==> config.mk <==
export PLATFORM = sky130hd
export DESIGN_NAME = bus_fabric
export DESIGN_NICKNAME = d
export VERILOG_FILES = /design/src/rtl/bus_pkg.sv /design/src/rtl/bus_addr_decode.sv /design/src/rtl/bus_fabric.sv
export SDC_FILE = /design/constraint.sdc
export NUM_CORES = 1
export LEC_CHECK = 0
export CELL_PAD_IN_SITES_DETAIL_PLACEMENT = 2
export CELL_PAD_IN_SITES_GLOBAL_PLACEMENT = 2
export CORE_UTILIZATION = 22
export DETAILED_ROUTE_END_ITERATION = 12
export PLACE_DENSITY = 0.83
export SLEW_MARGIN = 20
export SYNTH_ARGS = -nofsm -noshare
export SYNTH_HDL_FRONTEND = slang
export SYNTH_SLANG_ARGS = --single-unit
export TNS_END_PERCENT = 20
==> constraint.sdc <==
create_clock -name clk -period 1.6 [get_ports clk]
set_input_delay 0.16 -clock clk [delete_from_list [all_inputs] [get_ports clk]]
set_output_delay 0.16 -clock clk [all_outputs]
set_load 0.01 [all_outputs]
==> src/rtl/bus_pkg.sv <==
// Shared types and address-window helpers for the bus fabric.
package bus_pkg;

  localparam int unsigned MAX_EP = 16;

  typedef enum logic [1:0] {
    IDLE,
    ACCESS,
    RESP
  } state_t;

  typedef struct packed {
    logic [31:0] base;
    logic [31:0] range;
  } addr_range_t;

  // Index width for n endpoints, never narrower than one bit.
  function automatic int unsigned idx_w(input int unsigned n);
    return (n > 1) ? $clog2(n) : 1;
  endfunction

  // One bit per window: base <= addr < base + range, evaluated one bit wider
  // than the operands so base + range cannot wrap.
  function automatic logic [MAX_EP-1:0] hit_vec(input logic [31:0]  addr,
                                                input addr_range_t  win [MAX_EP],
                                                input int unsigned  n);
    logic [32:0] a;
    logic [32:0] lo;
    logic [32:0] hi;
    hit_vec = '0;
    a = {1'b0, addr};
    for (int unsigned i = 0; i < MAX_EP; i++) begin
      lo = {1'b0, win[i].base};
      hi = {1'b0, win[i].base} + {1'b0, win[i].range};
      if (i < n) hit_vec[i] = (a >= lo) && (a < hi);
    end
  endfunction

endpackage

==> src/rtl/bus_addr_decode.sv <==
// Combinational address decoder: lowest-index hit, its index and its offset.
module bus_addr_decode
  import bus_pkg::*;
#(
  parameter int unsigned ADDR_WIDTH     = 5,
  parameter int unsigned NUM_EP         = 2,
  parameter int unsigned BASES  [NUM_EP] = '{0, 16},
  parameter int unsigned RANGES [NUM_EP] = '{4, 8}
) (
  input  logic [ADDR_WIDTH-1:0]        h_addr,
  output logic                         hit,
  output logic [idx_w(NUM_EP)-1:0]     idx,
  output logic [ADDR_WIDTH-1:0]        offset
);

  addr_range_t       win [MAX_EP];
  logic [MAX_EP-1:0] hits;

  // Build the window table and pick the first matching endpoint.
  always_comb begin
    win = '{default: '0};
    for (int unsigned i = 0; i < NUM_EP; i++) begin
      win[i].base  = 32'(BASES[i]);
      win[i].range = 32'(RANGES[i]);
    end
    hits   = hit_vec(32'(h_addr), win, NUM_EP);
    hit    = |hits;
    idx    = '0;
    offset = '0;
    for (int unsigned i = NUM_EP; i > 0; i--) begin
      // Scanning downward lets the lowest matching index win on overlap.
      if (hits[i-1]) begin
        idx    = (idx_w(NUM_EP))'(i - 1);
        offset = h_addr - ADDR_WIDTH'(BASES[i-1]);
      end
    end
  end

endmodule

==> src/rtl/bus_fabric.sv <==
// Clocked host-to-endpoint interconnect with req/ack handshake,
// one-hot endpoint select, registered read mux and error responses.
module bus_fabric
  import bus_pkg::*;
#(
  parameter int unsigned ADDR_WIDTH     = 5,
  parameter int unsigned DATA_WIDTH     = 4,
  parameter int unsigned NUM_EP         = 2,
  parameter int unsigned BASES  [NUM_EP] = '{0, 16},
  parameter int unsigned RANGES [NUM_EP] = '{4, 8},
  parameter int unsigned TIMEOUT        = 15
) (
  input  logic                         clk,
  input  logic                         rst,
  input  logic                         h_req,
  input  logic                         h_r_wn,
  input  logic [ADDR_WIDTH-1:0]        h_addr,
  input  logic [DATA_WIDTH-1:0]        h_wdata,
  output logic                         h_ack,
  output logic                         h_err,
  output logic [DATA_WIDTH-1:0]        h_rdata,
  output logic                         h_busy,
  output logic [NUM_EP-1:0]            ep_sel,
  output logic                         ep_r_wn,
  output logic [ADDR_WIDTH-1:0]        ep_addr,
  output logic [DATA_WIDTH-1:0]        ep_wdata,
  input  logic [NUM_EP*DATA_WIDTH-1:0] ep_rdata,
  input  logic [NUM_EP-1:0]            ep_ack
);

  localparam int unsigned IDX_W = idx_w(NUM_EP);
  localparam int unsigned CNT_W = $clog2(TIMEOUT + 1);

  state_t                  state_q, state_d;
  logic                    dec_hit;
  logic [IDX_W-1:0]        dec_idx;
  logic [ADDR_WIDTH-1:0]   dec_off;
  logic [IDX_W-1:0]        sel_idx;
  logic [CNT_W-1:0]        cnt;
  logic                    sel_ack;
  logic [DATA_WIDTH-1:0]   sel_rdata;
  logic                    go_hit, go_miss, done_ack, done_to;

  bus_addr_decode #(
    .ADDR_WIDTH (ADDR_WIDTH),
    .NUM_EP     (NUM_EP),
    .BASES      (BASES),
    .RANGES     (RANGES)
  ) u_decode (
    .h_addr (h_addr),
    .hit    (dec_hit),
    .idx    (dec_idx),
    .offset (dec_off)
  );

  assign sel_ack   = ep_ack[sel_idx];
  assign sel_rdata = ep_rdata[sel_idx*DATA_WIDTH +: DATA_WIDTH];
  assign h_ack     = (state_q == RESP);
  assign h_busy    = (state_q != IDLE);

  // State register.
  always_ff @(posedge clk) begin
    if (rst) state_q <= IDLE;
    else     state_q <= state_d;
  end

  // Next state and transaction strobes; ack beats timeout in the same cycle.
  always_comb begin
    state_d  = state_q;
    go_hit   = 1'b0;
    go_miss  = 1'b0;
    done_ack = 1'b0;
    done_to  = 1'b0;
    case (state_q)
      IDLE: begin
        if (h_req) begin
          if (dec_hit) begin
            go_hit  = 1'b1;
            state_d = ACCESS;
          end else begin
            go_miss = 1'b1;
            state_d = RESP;
          end
        end
      end
      ACCESS: begin
        if (sel_ack) begin
          done_ack = 1'b1;
          state_d  = RESP;
        end else if (cnt == CNT_W'(TIMEOUT - 1)) begin
          done_to = 1'b1;
          state_d = RESP;
        end
      end
      RESP:    state_d = IDLE;
      default: state_d = IDLE;
    endcase
  end

  // Datapath registers driven by the transaction strobes.
  always_ff @(posedge clk) begin
    if (rst) begin
      ep_sel   <= '0;
      ep_addr  <= '0;
      ep_r_wn  <= 1'b0;
      ep_wdata <= '0;
      sel_idx  <= '0;
      cnt      <= '0;
      h_err    <= 1'b0;
      h_rdata  <= '0;
    end else begin
      if (go_hit) begin
        ep_sel   <= NUM_EP'(1) << dec_idx;
        ep_addr  <= dec_off;
        ep_r_wn  <= h_r_wn;
        ep_wdata <= h_wdata;
        sel_idx  <= dec_idx;
        cnt      <= '0;
      end
      if (go_miss) begin
        h_err   <= 1'b1;
        h_rdata <= '0;
      end
      if (state_q == ACCESS && !done_ack && !done_to) cnt <= cnt + 1'b1;
      if (done_ack) begin
        ep_sel  <= '0;
        h_err   <= 1'b0;
        h_rdata <= ep_r_wn ? sel_rdata : '0;
      end
      if (done_to) begin
        ep_sel  <= '0;
        h_err   <= 1'b1;
        h_rdata <= '0;
      end
      if (state_q == RESP) begin
        h_err   <= 1'b0;
        h_rdata <= '0;
      end
    end
  end

endmodule

# Word-level counts from Yosys, hierarchy flattened
# Cells that the tools add are included.
# Widths: inputs -> output; s select.
word_totals:
  input_bits: 23
  reg_bits: 24
  output_inout_bits: 19
  wordCells: 67
classes:
  order_cmp: 4
  shifts: 2
  n_addsub: 2
  n_mux: 30
  reduce_logical: 15
  eq_ne: 5
op_table:
  columns: ["cell", "n"]
  rows:
  - ["$mux 4", 5]
  - ["$mux 1", 18]
  - ["$mux 5", 2]
  - ["$mux 2", 4]
  - ["$shiftx 8x4->4", 1]
  - ["$reduce_bool 2->1", 3]
  - ["$reduce_or 3->1", 2]
  - ["$ge 5x5->1 const B", 1]
  - ["$lt 5x3->1 const B", 1]
  - ["$lt 5x5->1 const B", 1]
  - ["$sub 5x5->5 const B", 1]
  - ["$add 4x1->4 const B", 1]
  - ["$eq 4x4->1 const B", 1]
  - ["$pmux 2 s2", 1]
  - ["$reduce_or 2->1", 2]
  - ["$logic_and 1x1->1", 3]
  - ["$ne 3x3->1 const B", 1]
  - ["$reduce_bool 3->1", 1]
  - ["$eq 2x1->1 const B", 1]
  - ["$eq 2x2->1 const B", 1]
  - ["$logic_not 1->1", 2]
  - ["$logic_not 2->1", 1]
  - ["$lt 1x2->1 const B", 1]
  - ["$ne 2x2->1 const B", 1]
  - ["2 further kinds", 2]

# Longest topological paths before layout
# Gate-level depths: netlist of run 1.
logic_depth:
  ltp_word: 9
  mapped_depth: 6
  ltp_nobuf: 6

# Cells and area by module
# Synthesis of run 1 repeated with hierarchy kept, for this count alone.
hier_totals:
  hier_cells: 133
  area_unflattened_um2: 1144.8
modules_own_cells:
  columns: ["module", "instances", "area_per_inst_um2", "cells_per_inst"]
  rows:
  - ["bus_fabric", 1, 1088.5, 124]
  - ["bus_addr_decode", 1, 56.3, 9]

# Least setup slack after synthesis of run 1
# OpenSTA, ideal clock, no wires.
synth_timing:
  path_type: "reg-to-reg"
  startpoint: "reg state_q[1]"
  endpoint: "reg cnt[2]"
  setup_ns: 0.118
  synth_period_minus_slack_ns: 1.505
  path_slack_ns: 0.095
  path_stages_with_launch: 7
  required_time_ns: 1.482
  arrival_time_ns: 1.386
  path_cell_list: "dfxtp_1 or3b_1 or3_1 buf_2 buf_6 nand4b_2 nand3_2"
synth_via:
  elab_chain_cells: 6
  word_cells_on_any_way: 11
synth_rtl:
  columns: ["item", "line", "source"]
  rows:
  - ["from (decl)", "bus_fabric.sv:34", "state_t state_q, state_d;"]
  - ["from (signal assigned)", "bus_fabric.sv:64", "else state_q <= state_d;"]
  - ["$eq 2x1->1", "bus_fabric.sv:74, bus_fabric.sv:124", null]
  - ["$mux 1", "bus_fabric.sv:74", "case (state_q)"]
  - ["$logic_not 1->1", "bus_fabric.sv:124", "if (state_q == ACCESS && !done_ack && !done_to) cnt <= cnt + 1'b1;"]
  - ["$logic_and 1x1->1 (2 in a row)", "bus_fabric.sv:124", null]
  - ["$mux 4 or $reduce_bool 2->1 (tied branches)", null, null]
  - ["to (signal assigned)", "bus_fabric.sv:124", null]
  - ["to (decl)", "bus_fabric.sv:39", "logic [CNT_W-1:0] cnt;"]
# Several ways; a longest one is shown, not always the timed one.
# A chain may end at the register's enable or synchronous reset.

# Final worst setup path of run 1
layout_timing:
  startpoint: "in h_req"
  endpoint: "reg cnt[0]"
layout_via:
  elab_chain_cells: 3
layout_rtl:
  columns: ["item", "line", "source"]
  rows:
  - ["from (decl)", "bus_fabric.sv:15", "input logic h_req,"]
  - ["$mux 1", "bus_fabric.sv:76", "if (h_req) begin"]
  - ["$mux 1", "bus_fabric.sv:74", null]
  - ["$reduce_bool 2->1 (no source line)", null, null]
# No other way between the ends.

==> flow_summary.json, run 1 <==
{
  "status": "finished clean",
  "path_clk_slew_ns": 0.09,
  "first_global_vias": 1279,
  "p_int_mw": 1.10,
  "min_to": "ep_addr[0]$_SDFFE_PP0P_",
  "synth_edf_count": 0,
  "relSlewSlack": 0.772,
  "synth_common_cells": "dfxtp_1 (24), nand2_1 (19), a21oi_1 (10), nor2_1 (8), mux2_2 (5)",
  "cts_htree_levels": 1,
  "clkPwrFrac": 0.385,
  "crit_family": "simple AND/OR/NAND/NOR gates",
  "root_buffer": "clkbuf_8",
  "numCtsBuffers": 3,
  "crit_path_start_kind": "input pin",
  "cts_tree": "yes",
  "ys_seq_area_frac": 0.438,
  "sw_frac_of_total": 0.236,
  "drtIter0Drc": 21,
  "gp_congestion": 0.731,
  "synthCells": 122,
  "synth_top_area_frac": 0.438,
  "tightest_slew_ns": 0.333,
  "slowest_delay_ns": 0.48,
  "grt_start_max_net_pins": 20,
  "worstPathCellList": "clkdlybuf4s50_1 > or3b_1 > or3_4 > buf_6 > nand3_1 > a21oi_1",
  "maxSlewViolCount": 0,
  "synth_area_mm2": 0.00110,
  "period_needed_ns": 1.58,
  "period_share": 0.985,
  "vias": 1142,
  "critical_path_class": "input pin to register",
  "fmax_mhz": 634,
  "rows": 25,
  "async_flop_share": 0,
  "hp-class": "input pin to register",
  "ys_warn_count": 0,
  "p_leak_nw": 0.670,
  "multi_input_area_um2": 582,
  "area_delta_synth_final_pct": 61.5,
  "dr.pass1.iters": 4,
  "reg2reg_from": "state_q[1]$_SDFFE_PP0P_",
  "clk_latency_ns": 0.28,
  "synth_fp_nets": 147,
  "antenna_cells": 0,
  "ant_nets": 0,
  "placed_cells": 241,
  "startpoint": "h_req",
  "ios": 42,
  "synth_top_area_cell": "dfxtp_1",
  "hpwl_mm": 2.96,
  "post_cts_buffers": 0,
  "fillers": 541,
  "crit_path_top_delay_cell": "clkdlybuf4s50_1",
  "timing.rr.end": "cnt[0]$_SDFFE_PP0P_",
  "viasPerCell": 4.66,
  "p_per_area_mw_per_mm2": 811,
  "ctsHoldBuffers": 0,
  "wl_per_cell_um": 15.7,
  "critPathBufInv": 2,
  "routed_wl_mm": 3.85,
  "cp_max_fo": 13,
  "die_w_um": 72.6,
  "worst-r2r-cell-count": 5,
  "io_buffers": 41,
  "antenna_found_initial": 0,
  "clock_sinks": 24,
  "netlist_top_cells_area": "dfxtp_1 (44%), nand2_1 (6.5%), mux2_2 (5.1%)",
  "grt_usage": 0.152,
  "overflow": 0,
  "synth_seq_cells": 24,
  "syn_area_per_cell_um2": 8.98,
  "seq_area_um2": 483,
  "crit_path_end_kind": "register",
  "max_cap_viol_count": 0,
  "pwr-share-seq": 0.440,
  "ys.flop_type": "dfxtp_1",
  "hold_viol_final": 0,
  "min-delay-start": "h_addr[0]",
  "cp.arrival_ns": 1.74,
  "p_switching_uw": 339,
  "fin_skew_ns": 0.00250,
  "drive_gt1_frac": 0.202,
  "synth_cell_types": 34,
  "clk_path_buf_depth": 2,
  "hold_depth": 3,
  "yosysMostFrequentCell": "dfxtp_1",
  "final_cell_count_no_fill": 245,
  "fp.dieH_um": 72.6,
  "worst_ir_drop_vdd_uv": 386,
  "rrSetupSlack_ns": 0.04,
  "finalSetupViolations": 0,
  "required_ns": 1.77,
  "core_area_mm2": 0.00475,
  "grt_first_pass_wirelength_mm": 6.09,
  "comb_power_share": 0.175,
  "drc_errors": 0,
  "dieArea_mm2": 0.00527,
  "tns_ns": 0,
  "nets": 204,
  "start_util": 0.231
}
==> layer usage <==
metal / share of wire / vias to the layer above / global-route usage / wire length (um)
met5: 0 / - / 0 / 0
met4: 0.020 / 0 / 0.0654 / 78
met3: 0.061 / 7 / 0.0345 / 233
met2: 0.52 / 41 / 0.286 / 2000
met1: 0.40 / 551 / 0.162 / 1540
li1: - / 543 / - / -
==> placed cells by master (no fill, tap or decap), types with 2 or more instances in the layout <==
cell             Yosys  layout
nor3b_1              3       3
a21oi_1             10      10
clkdlybuf4s50_1      0      39
and3_1               2       2
buf_4                0      16
dlygate4sd2_1        0       2
dfxtp_1             24      22
a32oi_1              4       4
nand2b_1             4       4
nand2_1             19      19
mux2_2               5       5
nor2b_1              3       3
dfxtp_2              0       2
nor3_1               3       2
clkbuf_8             0       3
inv_1                3       3
nand3_2              2       2
ha_1                 2       2
nor2_1               8       8
o21ai_0              4       4
nand3_1              4       4
==> worst max-delay path by stage <==
stage,to,slack [ns],depth (start not counted)
after floorplan,cnt[2]$_SDFFE_PP0P_,0.1,6
after global placement,ep_addr[0]$_SDFFE_PP0P_,-0.27,6
after detailed placement,ep_wdata[1]$_SDFFE_PP0P_,-0.30,6
after CTS,ep_sel[1]$_SDFFE_PP0P_,0.001,6
after global routing,state_q[1]$_SDFFE_PP0P_,-0.04,5
final,cnt[0]$_SDFFE_PP0P_,0.02,6
==> cell type report <==
cell class              instances  share of cell area
repair buffers                 58               0.305
clock inverters                 1              0.0170
inverters                       3             0.00636
flip-flops and latches         24               0.273
clock buffers                   3              0.0233
well taps                      67              0.0473
multi-input cells              89               0.329
==> tightest hold or removal path: cells and delay by family <==
| family | cells | cell delay, ns |
|---|---|---|
| compound gates | 1 | 0.05 |
| simple gates | 1 | 0.06 |
| buf+inv | 1 | 0.40 |
==> sequential cells by signal (all words and copies together), names as in the netlist <==
signal    count
h_rdata       4
ep_r_wn       1
cnt           4
ep_addr       5
state_q       2
ep_wdata      4
ep_sel        2
sel_idx       1
h_err         1
==> power by group through the flow <==
stage	Combinational, mW	Clock (mW)	Sequential [mW]
finish	0.251	0.553	0.632
global route	0.272	0.584	0.635
CTS	0.250	0.571	0.632
detailed placement	0.249	0	0.645
global placement	0.237	0	0.644
floorplan	0.0922	0	0.648
==> kinds of logic after synthesis <==
group / count (synthesis) / share of synthesized area
multiplexers: 6 / 0.0719
AO/OA/AOI/OAI: 24 / 0.144
buffers and inverters: 9 / 0.0411
flip-flops: 24 / 0.438
adder cells (fa/ha/maj): 2 / 0.0228
AND/OR/NAND/NOR: 57 / 0.282
==> metrics by stage <==
step	instance area, um2	util	total power [mW]	hold WS [ns]	setup WS, ns
6_report	1770	0.372	1.44	0.429	0.0234
5_1_grt	1770	0.372	1.49	0.428	-0.0410
4_1_cts	1750	0.369	1.45	0.426	0.00139
3_5_place_dp	1680	0.354	0.894	0.457	-0.297
3_3_place_gp	1680	0.354	0.881	0.453	-0.268
2_1_floorplan	1100	-	0.740	0.296	0.0955
==> repair_timing <==
action / in CTS / in global routing
hold endpoints to repair: 0 / 0
gates cloned: 0 / 0
setup endpoints to repair: 2 / 19
resized for setup: 2 / 6
pin swaps: 0 / 0
No activity file was read; power rests on OpenSTA's default activity.
==> inputs of run 2 (changes only) <==
--- a/config.mk
+++ b/config.mk
@@ -7,11 +7,10 @@
 export LEC_CHECK = 0
 export CELL_PAD_IN_SITES_DETAIL_PLACEMENT = 2
 export CELL_PAD_IN_SITES_GLOBAL_PLACEMENT = 2
-export CORE_UTILIZATION = 22
+export CORE_UTILIZATION = 24
 export DETAILED_ROUTE_END_ITERATION = 12
-export PLACE_DENSITY = 0.83
+export PLACE_DENSITY_LB_ADDON = 0.12
 export SLEW_MARGIN = 20
 export SYNTH_ARGS = -nofsm -noshare
 export SYNTH_HDL_FRONTEND = slang
 export SYNTH_SLANG_ARGS = --single-unit
-export TNS_END_PERCENT = 20
==> constraint.sdc (replaced) <==
create_clock -name clk -period 1.5 [get_ports clk]
set_input_delay 0.15 -clock clk [delete_from_list [all_inputs] [get_ports clk]]
set_output_delay 0.15 -clock clk [all_outputs]
set_load 0.01 [all_outputs]
==> run 2 against run 1 <==
Against the previous run:
- the flow now finishes with violations (negative setup slack)
- critical path depth down 1
- critical endpoint is now ep_addr[2]$_SDFFE_PP0P_
- combinational power up 22%
- setup slack worse by 0.049 ns
- non-clock buffer count up 6
- highest routed layer unchanged
- via count up 1.6%
- die area down 8.1%
- global-route usage up 2.4 points
- utilization up 5.1 points
- total power down 5.0%
- routed wire length up 3.3%
==> flow_summary.json, run 2 (synthesis gave the netlist of run 1 again) <==
{
  "overflow": 0,
  "antenna_cells": 0,
  "critPathBufInv": 1,
  "slowest_delay_ns": 0.41,
  "final_common_cell": "clkdlybuf4s50_1",
  "cp_max_fo": 8,
  "crit_path_start_kind": "register",
  "routed_wl_mm": 3.97,
  "largest_reg_flops": 5,
  "dr.pass1.iters": 2,
  "cts_tree": "yes",
  "viasPerCell": 4.94,
  "path_clk_slew_ns": 0.08,
  "utilization": 0.424,
  "reg2reg_from": "state_q[1]$_SDFFE_PP0P_",
  "placed_cells": 231,
  "rows": 24,
  "grt_start_max_net_pins": 16,
  "drc_errors": 0,
  "antenna_found_initial": 0,
  "p_switching_uw": 350,
  "wl_per_cell_um": 16.9,
  "worst_ir_drop_vdd_uv": 304,
  "final_cell_mix": "clkdlybuf4s50_1 (38), dfxtp_1 (22), buf_4 (20)",
  "tightest_slew_ns": 0.310,
  "crit_path_end_kind": "register",
  "ctsHoldBuffers": 0,
  "area_delta_synth_final_pct": 69.4,
  "crit_path_top_delay_cell": "or3b_4",
  "core_area_mm2": 0.00438,
  "drive_gt1_frac": 0.333,
  "fin_ws_ns": -0.0254,
  "gp_congestion": 0.712,
  "grt_usage": 0.176,
  "fmax_mhz": 656,
  "first_global_vias": 1291,
  "clk_path_buf_depth": 2,
  "top_register": "ep_addr",
  "p_per_area_mw_per_mm2": 735,
  "pwr-share-seq": 0.494,
  "finalSetupViolations": 4,
  "relSlewSlack": 0.788,
  "violations": "negative setup slack",
  "nets": 210,
  "clock_sinks": 24,
  "start_util": 0.250,
  "clk_latency_ns": 0.27,
  "root_buffer": "clkbuf_8",
  "p_int_mw": 1.01,
  "placed_area_mm2": 0.00170,
  "fin_skew_ns": 0.00378,
  "maxSlewViolCount": 0,
  "die_w_um": 69.6,
  "hpwl_mm": 3.00,
  "fp.dieH_um": 69.6,
  "rsz0062_at_grt": "true",
  "final_cell_count_no_fill": 235,
  "comb_power_share": 0.224,
  "sw_frac_of_total": 0.257,
  "status": "complete, but fails checks",
  "hold_viol_final": 0,
  "max_cap_viol_count": 0,
  "cp.arrival_ns": 1.69,
  "final_area_mm2": 0.00186,
  "fillers": 483,
  "ant_nets": 0,
  "drtIter0Drc": 26,
  "place_ws_ns": -0.357,
  "hp-class": "input pin to register",
  "numCtsBuffers": 3,
  "period_share": 1.02,
  "worstPathCellList": "or3b_4 > or3_4 > buf_6 > a2bb2oi_2 > nor2_1",
  "crit_family": "simple AND/OR/NAND/NOR gates",
  "ios": 42,
  "clkPwrFrac": 0.282,
  "period_needed_ns": 1.53,
  "io_buffers": 41,
  "grt_first_pass_wirelength_mm": 6.54,
  "hold_slack_ns": 0.429,
  "p_leak_nw": 0.702,
  "required_ns": 1.67,
  "dieArea_mm2": 0.00484,
  "cts_htree_levels": 1,
  "min-delay-start": "h_wdata[0]",
  "critical_path_class": "register to register",
  "startpoint": "state_q[1]$_SDFFE_PP0P_",
  "vias": 1160
}
-- run 2: final timing paths --
| kind | cells past startpoint | endpoint | slack (ns) |
|---|---|---|---|
| hold reg to reg | 2 | ep_addr[1]$_SDFFE_PP0P_ | 0.47 |
| setup / recovery | 5 | ep_addr[2]$_SDFFE_PP0P_ | -0.03 |
| hold / removal | 3 | ep_wdata[0]$_SDFFE_PP0P_ | 0.43 |
| setup reg to reg | 5 | ep_addr[2]$_SDFFE_PP0P_ | -0.03 |
-- run 2: area by class of cell --
class	instances	area, um2	area share
clock buffers	3	41.3	0.0222
multi-input cells	89	664	0.358
flip-flops and latches	24	483	0.260
inverters	3	11.3	0.00606
well taps	52	65.1	0.0350
repair buffers	64	592	0.319
-- run 2: power by group through the flow --
stage	combinational (mW)	clock [mW]	sequential (mW)
6_report	0.306	0.385	0.674
3_3_place_gp	0.267	0	0.686
5_1_grt	0.329	0.433	0.677
4_1_cts	0.302	0.402	0.674
2_1_floorplan	0.0983	0	0.692
3_5_place_dp	0.275	0	0.687
-- run 2: layer usage --
| metal | GRT usage | up-vias | routed length [um] |
|---|---|---|---|
| li1 | - | 559 | - |
| met5 | 0 | - | 0 |
| met3 | 0.0349 | 6 | 155 |
| met1 | 0.186 | 566 | 1550 |
| met2 | 0.343 | 29 | 2200 |
| met4 | 0.0590 | 0 | 71 |
-- run 2: per-stage QoR --
stage / TNS (ns) / power, mW
floorplan: 0 / 0.790
global placement: -5.37 / 0.953
detailed placement: -6.52 / 0.963
CTS: -0.0765 / 1.38
global route: -0.459 / 1.44
finish: -0.0539 / 1.36
-- run 2: worst register-to-register path, stage by stage (launching register included) --
cell and delay (ns):
dfxtp_2 0.33, or3b_4 0.41, or3_4 0.36, buf_6 0.16, a2bb2oi_2 0.13, nor2_1 0.04
-- run 2: timing repair --
item | CTS | global route
setup buffers | 2 | 0
hold endpoints to repair | 0 | 0
resized for setup | 23 | 12
endpoints found under the setup margin | 20 | 22
pin swaps | 4 | 3
==> inputs of run 3 (changes only) <==
--- a/config.mk
+++ b/config.mk
@@ -7,6 +7,7 @@
 export LEC_CHECK = 0
 export CELL_PAD_IN_SITES_DETAIL_PLACEMENT = 2
 export CELL_PAD_IN_SITES_GLOBAL_PLACEMENT = 2
+export CORE_MARGIN = 4
 export CORE_UTILIZATION = 24
 export DETAILED_ROUTE_END_ITERATION = 12
 export PLACE_DENSITY_LB_ADDON = 0.12
==> run 3 against run 2 <==
Against the previous run:
- the run still ends with negative setup slack left
- die area grew 18%
- sequential share of layout area shrank 0.37 points
- worst hold slack lost 0.064 ns
- cell count grew 0.85%
- utilization grew 0.83 points
- critical endpoint unchanged
- highest routed layer unchanged
==> flow_summary.json, run 3 (synthesis gave the netlist of run 1 again) <==
{
  "final_cell_mix": "clkdlybuf4s50_1 (38), dfxtp_1 (20), buf_4 (19)",
  "relSlewSlack": 0.801,
  "drive_gt1_frac": 0.357,
  "drc_errors": 0,
  "root_buffer": "clkbuf_8",
  "place_ws_ns": -0.344,
  "period_share": 1.01,
  "numCtsBuffers": 3,
  "hpwl_mm": 3.18,
  "utilization": 0.432,
  "clk_latency_ns": 0.27,
  "cp_max_fo": 8,
  "hold_viol_final": 0,
  "multi_input_area_um2": 669,
  "crit_family": "simple AND/OR/NAND/NOR gates",
  "fp.dieH_um": 75.6,
  "die_w_um": 75.6,
  "slowest_delay_ns": 0.41,
  "min-delay-start": "h_req",
  "status": "complete, but fails checks",
  "violations": "negative setup slack",
  "area_delta_synth_final_pct": 72.7,
  "grt_first_pass_wirelength_mm": 6.28,
  "vias": 1165,
  "p_per_area_mw_per_mm2": 762,
  "wl_per_cell_um": 17.2,
  "grt_start_max_net_pins": 14,
  "drtIter0Drc": 49,
  "fillers": 470,
  "clk_path_buf_depth": 2,
  "rows": 24,
  "antenna_cells": 0,
  "fmax_mhz": 658,
  "required_ns": 1.67,
  "reg2reg_from": "state_q[0]$_SDFFE_PP0P_",
  "overflow": 0,
  "worstPathCellList": "or3b_4 > or3_4 > buf_6 > a2bb2oi_2 > nor2_1",
  "startpoint": "state_q[0]$_SDFFE_PP0P_",
  "final_common_cell": "clkdlybuf4s50_1",
  "antenna_found_initial": 0,
  "dr.pass1.iters": 4,
  "critical_path_class": "register to register",
  "crit_path_start_kind": "register",
  "top_register": "ep_addr",
  "path_clk_slew_ns": 0.09,
  "routed_wl_mm": 4.08,
  "cts_tree": "yes",
  "fin_skew_ns": 0.00375,
  "fin_ws_ns": -0.0197,
  "crit_path_end_kind": "register",
  "hp-class": "input pin to register",
  "finalSetupViolations": 5,
  "first_global_vias": 1293,
  "dieArea_mm2": 0.00571,
  "cp.arrival_ns": 1.69,
  "rsz0062_at_grt": "true",
  "gp_congestion": 0.704,
  "viasPerCell": 4.92,
  "p_leak_nw": 0.717,
  "core_area_mm2": 0.00438,
  "maxSlewViolCount": 0,
  "nets": 211,
  "grt_usage": 0.146,
  "hold_slack_ns": 0.365,
  "start_util": 0.250,
  "largest_reg_flops": 5,
  "crit_path_top_delay_cell": "or3b_4",
  "clock_sinks": 24,
  "ctsHoldBuffers": 0,
  "period_needed_ns": 1.52,
  "critPathBufInv": 1,
  "worst_ir_drop_vdd_uv": 410,
  "tightest_slew_ns": 0.298,
  "ios": 42,
  "ant_nets": 0,
  "cts_htree_levels": 1,
  "max_cap_viol_count": 0,
  "io_buffers": 41,
  "seq_area_um2": 485
}
[run 3: changes by cell type in the layout (fill, tap and decap cells not counted), sizes merged]
cell | before | now
buf | 23 | 24
clkbuf | 3 | 4
[run 3: worst register-to-register path, cell delays in order, from the launching register on]
cell and delay (ns):
dfxtp_2 0.34, or3b_4 0.41, or3_4 0.36, buf_6 0.15
a2bb2oi_2 0.12, nor2_1 0.04
[run 3: per-stage QoR]
step / cell area (um2) / instances / power, mW / TNS [ns]
2_1_floorplan: 1100 / 122 / 0.790 / 0
3_3_place_gp: 1700 / 231 / 0.954 / -5.65
3_5_place_dp: 1700 / 231 / 0.965 / -6.24
4_1_cts: 1800 / 235 / 1.44 / 0
5_1_grt: 1890 / 237 / 1.53 / -0.440
6_report: 1890 / 237 / 1.44 / -0.0505
[run 3: repair_timing]
item / in CTS / in global routing
endpoints found under the hold margin: 0 / 0
gates resized for setup: 16 / 25
pin swaps: 0 / 7
buffers inserted: 0 / 3
setup endpoints to repair: 22 / 16
[run 3: worst paths after layout]
path,cells past startpoint,slack [ns],endpoint
max,5,-0.02,ep_addr[2]$_SDFFE_PP0P_
min,3,0.36,state_q[1]$_SDFFE_PP0P_
max reg2reg,5,-0.02,ep_addr[2]$_SDFFE_PP0P_
min reg2reg,2,0.47,ep_addr[0]$_SDFFE_PP0P_
[run 3: layer usage]
layer | track usage | share of wire | wire [um] | up-vias
met5 | 0 | 0 | 0 | -
met4 | 0.0544 | 0.012 | 48 | 0
met3 | 0.0251 | 0.049 | 201 | 5
met2 | 0.272 | 0.55 | 2260 | 27
met1 | 0.163 | 0.38 | 1570 | 574
li1 | - | - | - | 559
[run 3: layout make-up]
cell class | count | area share
multi-input combinational | 89 | 0.354
timing repair buffer | 65 | 0.321
sequential | 24 | 0.256
tap | 52 | 0.0344
clock buffer | 4 | 0.0291
inverter | 3 | 0.00595
[run 3: report_power, final]
group | internal [mW] | switching, mW | total (mW)
Clock | 0.235 | 0.219 | 0.453
Combinational | 0.183 | 0.132 | 0.314
Sequential | 0.659 | 0.0158 | 0.675
Total | 1.08 | 0.366 | 1.44
